$ cat src/rtl/t_down_counter_mod.sv
`default_nettype none
// ============================================================================
// Module      : t_down_counter_mod
// Description : Synchronous modulo-MODULUS down counter with a toggle-mask
//               output, a combinational terminal count (borrow) for cascading,
//               and registered wrap / load-clamp pulses.
//               Optional macro T_DOWN_COUNTER_DIR_EN adds an "up" direction
//               input; when up = 1 the counter increments instead.
// Revision    : 1.0 - initial release
// ============================================================================
module t_down_counter_mod #(
  parameter int WIDTH   = 4,
  parameter int MODULUS = 13
) (
  input  logic             clk,
  input  logic             rst,
  input  logic             en,
  input  logic             load,
  input  logic [WIDTH-1:0] load_val,
`ifdef T_DOWN_COUNTER_DIR_EN
  input  logic             up,
`endif
  output logic [WIDTH-1:0] q,
  output logic [WIDTH-1:0] t_vec,
  output logic             tc,
  output logic             wrap,
  output logic             load_clamp
);

  // Reject moduli that cannot be represented or that make no sense.
  generate
    if ((MODULUS < 2) || (MODULUS > (2 ** WIDTH))) begin : g_bad_modulus
      $error("t_down_counter_mod: MODULUS must satisfy 2 <= MODULUS <= 2**WIDTH");
    end
  endgenerate

  localparam logic [WIDTH-1:0] MAX_VAL = WIDTH'(MODULUS - 1);
  localparam logic [WIDTH:0]   MOD_EXT = (WIDTH + 1)'(MODULUS);

  logic [WIDTH-1:0] cnt_q, cnt_d;
  logic             wrap_q, wrap_d;
  logic             clamp_q, clamp_d;
  logic             dir_up;
  logic             load_in_range;
  logic [WIDTH-1:0] tc_val;

`ifdef T_DOWN_COUNTER_DIR_EN
  assign dir_up = up;
`else
  assign dir_up = 1'b0;
`endif

  // Extend by one bit so MODULUS = 2**WIDTH compares correctly.
  assign load_in_range = ({1'b0, load_val} < MOD_EXT);

  // Terminal value depends on the counting direction.
  assign tc_val = dir_up ? MAX_VAL : '0;

  // Next-state and pulse computation, priority rst > load > en > hold.
  always_comb begin
    cnt_d   = cnt_q;
    wrap_d  = 1'b0;
    clamp_d = 1'b0;
    if (rst) begin
      cnt_d = MAX_VAL;
    end else if (load) begin
      if (load_in_range) begin
        cnt_d = load_val;
      end else begin
        cnt_d   = MAX_VAL;
        clamp_d = 1'b1;
      end
    end else if (en) begin
      if (dir_up) begin
        if (cnt_q == MAX_VAL) begin
          cnt_d  = '0;
          wrap_d = 1'b1;
        end else begin
          cnt_d = cnt_q + WIDTH'(1);
        end
      end else begin
        if (cnt_q == '0) begin
          cnt_d  = MAX_VAL;
          wrap_d = 1'b1;
        end else begin
          cnt_d = cnt_q - WIDTH'(1);
        end
      end
    end
  end

  // State register with synchronous reset.
  always_ff @(posedge clk) begin
    if (rst) begin
      cnt_q   <= MAX_VAL;
      wrap_q  <= 1'b0;
      clamp_q <= 1'b0;
    end else begin
      cnt_q   <= cnt_d;
      wrap_q  <= wrap_d;
      clamp_q <= clamp_d;
    end
  end

  assign q          = cnt_q;
  // Toggle mask reflects exactly the bits that will flip at the next edge.
  assign t_vec      = cnt_q ^ cnt_d;
  assign tc         = en & ~load & ~rst & (cnt_q == tc_val);
  assign wrap       = wrap_q;
  assign load_clamp = clamp_q;

endmodule
`default_nettype wire

$ cat config.mk
export PLATFORM = sky130hd
export DESIGN_NAME = t_down_counter_mod
export DESIGN_NICKNAME = d
export VERILOG_FILES = /design/src/rtl/t_down_counter_mod.sv
export SDC_FILE = /design/constraint.sdc
export NUM_CORES = 1
export LEC_CHECK = 0
export ABC_CLOCK_PERIOD_IN_PS = 1400
export BUFFER_PORTS_ARGS = -buffer_cell sky130_fd_sc_hd__buf_2
export CORE_MARGIN = 2
export CORE_UTILIZATION = 30
export CTS_CLUSTER_SIZE = 10
export DETAILED_ROUTE_END_ITERATION = 16
export GPL_TIMING_DRIVEN = 1
export HOLD_SLACK_MARGIN = 0.12
export PLACE_DENSITY = 0.62
export SYNTH_ARGS = -nofsm -noshare
export SYNTH_HDL_FRONTEND = slang
export SYNTH_SLANG_ARGS = --single-unit
export TNS_END_PERCENT = 10
$ cat constraint.sdc
create_clock -name clk -period 1.4 [get_ports clk]
set_input_delay 0.28 -clock clk [delete_from_list [all_inputs] [get_ports clk]]
set_output_delay 0.28 -clock clk [all_outputs]
set_load 0.05 [all_outputs]
==> out/summary.md <==
Setup repair after global routing could not meet its margin everywhere. The clock reaches the later pin of the worst-skew pair after 0.25 ns. For the final-report max-slew violation count, the log shows 0. The clock skew was 0.00311 ns.

The fraction of final layout cells with drive strength greater than 1 is 60.4%, and the antenna diode instance count is 0. Summing all multi-input logic gate instances after layout gives 369 µm². The type of destination of the critical path is an output pin. The run gives 1 as the H-tree depth. The portion of synthesized cell area occupied by the leading cell type came out at 26.1%. The filler cells instantiated in the layout total 159. For this run, the top clock speed supported by timing is 535 MHz. The tool flagged a number of max-cap violations equal to 0.

For the register cell area after layout, the log shows 130 µm². Port buffering added 18 buffers. The logs give 2 for the first-pass iteration count of the detailed router and 1.24 mm for the total wire length after detailed routing. Across every metal layer, demand over resource in global routing totals 15.7%.

In the finished design, the share of the clock period the worst path needs comes to 133%. The arrival time at the worst endpoint was 1.59 ns. The tools report the number of nets in the final layout as 106. Worst relative slew slack: 65.5%. STA classifies the critical path startpoint as a flip-flop. After synthesis, the cell types taking the most area are sky130_fd_sc_hd__dfxtp_1 (26%), sky130_fd_sc_hd__nor2_1 (5.7%), sky130_fd_sc_hd__nor4b_4 (5.2%), sky130_fd_sc_hd__o31ai_4 (4.6%), sky130_fd_sc_hd__a21oi_1 (4.3%).

Setup violations remaining at the end of the flow were counted as 5. The height of the die was 43.2 µm; the number of global-route vias before repair was 494. The first routing iteration left 3 violations.

At the pin with the least slew margin, the transition time is 0.513 ns. The critical path in this run is classified as flip-flop to output pin. For this design the ratio of total power to cell area is 876 nW/µm². Summing all placed instances gives a cell area of 758 µm².

The type of the most critical hold path is primary input to flip-flop. Initial antenna violation count: 0. After clock tree synthesis, the flow added hold-fix buffers numbering 0. The tools report the final setup slack of the worst path as -0.468 ns.

Dividing the synthesized area by the synthesized cell count gives 8.08 µm². The count of nets left with antenna violations once routing finished came out at 0. The number of standard cells after synthesis was 57. The run gives 0 as the count of synthesis-stage warnings from yosys.

The core footprint was 1470 µm². The run finished, with violations left. The synthesis-stage register bit count was 6; the setup TNS was -1.80 ns.

The CTS clock-pin slew for the worst setup and hold paths works out to 0.05 ns. The initial utilization of the core area, before any placement, comes to 31.3%. Summed over all cells, the static leakage comes to 0.365 nW. The first global-routing pass estimated 2.13 mm of wire. Dividing the detail-routed via count by the number of cells gives 4.90. The I/O pin count is 19, and the maximum root-to-sink buffer count is 2. The run gives 549 as the via count of the routed design.

TritonCTS built the clock tree. For the final weighted congestion of routability-driven global placement, the log shows 0.802. The checks that failed: negative setup slack.

The logs give 0 for the hold violation total from the final report and 1.00 mm for the estimated wirelength of the detail-placed design. The post-synthesis cell type with the largest combined area is sky130_fd_sc_hd__dfxtp_1. Area growth from synthesis to final layout: 79.3%.

In the final routed layout, each cell accounts on average for 11.0 µm. The global route total overflow came out at 0. Counting every sink on the clock net gives 6. Entering global routing, the biggest net connects 9 pins.

Chip width: 43.2 µm. The cell at the root of the clock tree was sky130_fd_sc_hd__clkbuf_4. The number of different library cells used by synthesis comes to 32. Number of core rows: 14.

Final critical delay including setup and external delays: 1.87 ns. After detailed routing, the number of remaining DRC violations is 0. The mapped netlist covers 460 µm².

Number of buffers inserted during clock tree synthesis: 3. The synthesized net count was 66; the final instance area was 826 µm². Post-route worst hold slack: 0.287 ns. Data on the critical path is required at its endpoint by 1.12 ns. The maximum fanout count along the critical path came out at 5. Sequential cells were found to cover 26.1% of the synthesized design area. The die covers 1860 µm². The worst-case IR drop observed on VDD is 0.000495 V.
## cells by family (layout without fill, tap and decap cells)
family | count (synthesis) | count (layout) | share of synthesized area, %
buffers and inverters | 6 | 45 | 5.98
multiplexers | 1 | 1 | 2.17
AO/OA/AOI/OAI | 19 | 19 | 30.7
adder cells (fa/ha/maj) | 1 | 1 | 2.72
AND/OR/NAND/NOR | 22 | 22 | 28.5
flip-flops | 6 | 6 | 26.1
XOR/XNOR | 2 | 2 | 3.81
## state kept, by name, summed over array words and instances (netlist names)
register,flops
wrap,1
q,4
load_clamp,1
## worst paths after layout
kind	end	start	slack [ns]	depth (start not counted)
max	t_vec[3]	q[1]$_SDFF_PP0_	-0.47	7
min	load_clamp$_SDFF_PP0_	load_val[1]	0.29	3
max reg2reg	q[3]$_SDFF_PP1_	q[1]$_SDFF_PP0_	0.13	5
min reg2reg	q[1]$_SDFF_PP0_	q[3]$_SDFF_PP1_	0.65	2
## routing by layer
layer / GRT usage [%] / share of wire (%) / up-vias / routed length (µm)
li1: - / - / 287 / -
met1: 19.8 / 47 / 242 / 576
met2: 23.9 / 46 / 15 / 574
met3: 3.83 / 4.1 / 5 / 51
met4: 9.09 / 2.8 / 0 / 34
met5: 0 / 0 / - / 0
## layout by cell type (no fill, tap or decap), types with 2 or more instances in the layout
cell type,Yosys,layout
sky130_fd_sc_hd__inv_1,4,2
sky130_fd_sc_hd__clkbuf_4,0,3
sky130_fd_sc_hd__buf_2,1,13
sky130_fd_sc_hd__nor2_1,7,6
sky130_fd_sc_hd__dfxtp_2,0,2
sky130_fd_sc_hd__nand2_1,3,3
sky130_fd_sc_hd__o22ai_1,3,2
sky130_fd_sc_hd__buf_6,0,4
sky130_fd_sc_hd__o21ai_0,3,3
sky130_fd_sc_hd__buf_4,1,20
sky130_fd_sc_hd__dfxtp_4,0,2
sky130_fd_sc_hd__nand3_1,3,3
sky130_fd_sc_hd__inv_4,0,2
sky130_fd_sc_hd__dfxtp_1,6,2
sky130_fd_sc_hd__a21oi_1,4,3
## cells in the mapped netlist
cell and count:
sky130_fd_sc_hd__and3_1 1, sky130_fd_sc_hd__nor4_1 1, sky130_fd_sc_hd__a31oi_1 1, sky130_fd_sc_hd__ha_1 1, sky130_fd_sc_hd__nand2_1 3, sky130_fd_sc_hd__o21ai_0 3, sky130_fd_sc_hd__buf_2 1, sky130_fd_sc_hd__nand3_1 3
sky130_fd_sc_hd__buf_4 1, sky130_fd_sc_hd__nor3_1 1, sky130_fd_sc_hd__inv_1 4, sky130_fd_sc_hd__a2bb2oi_1 1, sky130_fd_sc_hd__o211ai_1 1, sky130_fd_sc_hd__a21boi_0 1, sky130_fd_sc_hd__nand2_4 1, sky130_fd_sc_hd__o22ai_1 3
sky130_fd_sc_hd__xor2_1 1, sky130_fd_sc_hd__o21a_1 1, sky130_fd_sc_hd__a211oi_1 1, sky130_fd_sc_hd__mux2i_1 1, sky130_fd_sc_hd__o31ai_4 1, sky130_fd_sc_hd__dfxtp_1 6, sky130_fd_sc_hd__o32a_2 1, sky130_fd_sc_hd__nor2_1 7
sky130_fd_sc_hd__nand2_2 1, sky130_fd_sc_hd__xnor2_1 1, sky130_fd_sc_hd__nand2b_1 1, sky130_fd_sc_hd__nor2b_1 1, sky130_fd_sc_hd__a21oi_1 4, sky130_fd_sc_hd__nand3b_1 1, sky130_fd_sc_hd__a21bo_2 1, sky130_fd_sc_hd__nor4b_4 1
## power breakdown
part | switching [W] | internal [W] | leakage (nW)
clock | 0.0000752 | 0.000109 | 0.0150
combinational | 0.000196 | 0.000147 | 0.300
sequential | 0.0000135 | 0.000183 | 0.0500
## stage by stage
step           utilization [%]  std cells  power, W  setup WS (ns)
6_report                  56.1        112  0.000723         -0.468
5_1_grt                   56.1        112  0.000765         -0.554
4_1_cts                   54.9        112  0.000727         -0.464
3_5_place_dp              51.5        108  0.000522         -0.293
3_3_place_gp              51.5        108  0.000520         -0.278
2_1_floorplan                -         57  0.000418         -0.417
## cell type report
| cell class | instances | area share [%] |
|---|---|---|
| multi-input combinational | 45 | 44.7 |
| sequential | 6 | 15.8 |
| clock buffer | 4 | 3.18 |
| inverter | 4 | 2.42 |
| tap | 16 | 2.42 |
| timing repair buffer | 37 | 31.5 |
## timing repair
| action | CTS | global route |
|---|---|---|
| gates resized for setup | 8 | 4 |
| endpoints found under the setup margin | 5 | 5 |
| setup buffers | 0 | 0 |
| pin swaps | 3 | 0 |
## worst max-delay path: stages, from the launching register on
cell                      delay [ns]
sky130_fd_sc_hd__dfxtp_4        0.35
sky130_fd_sc_hd__inv_4          0.06
sky130_fd_sc_hd__ha_4           0.14
sky130_fd_sc_hd__nand2_4        0.05
sky130_fd_sc_hd__o31ai_4        0.25
sky130_fd_sc_hd__o22ai_1        0.18
sky130_fd_sc_hd__a21oi_4        0.13
sky130_fd_sc_hd__buf_6          0.16
No activity file was read; power rests on OpenSTA's default activity.
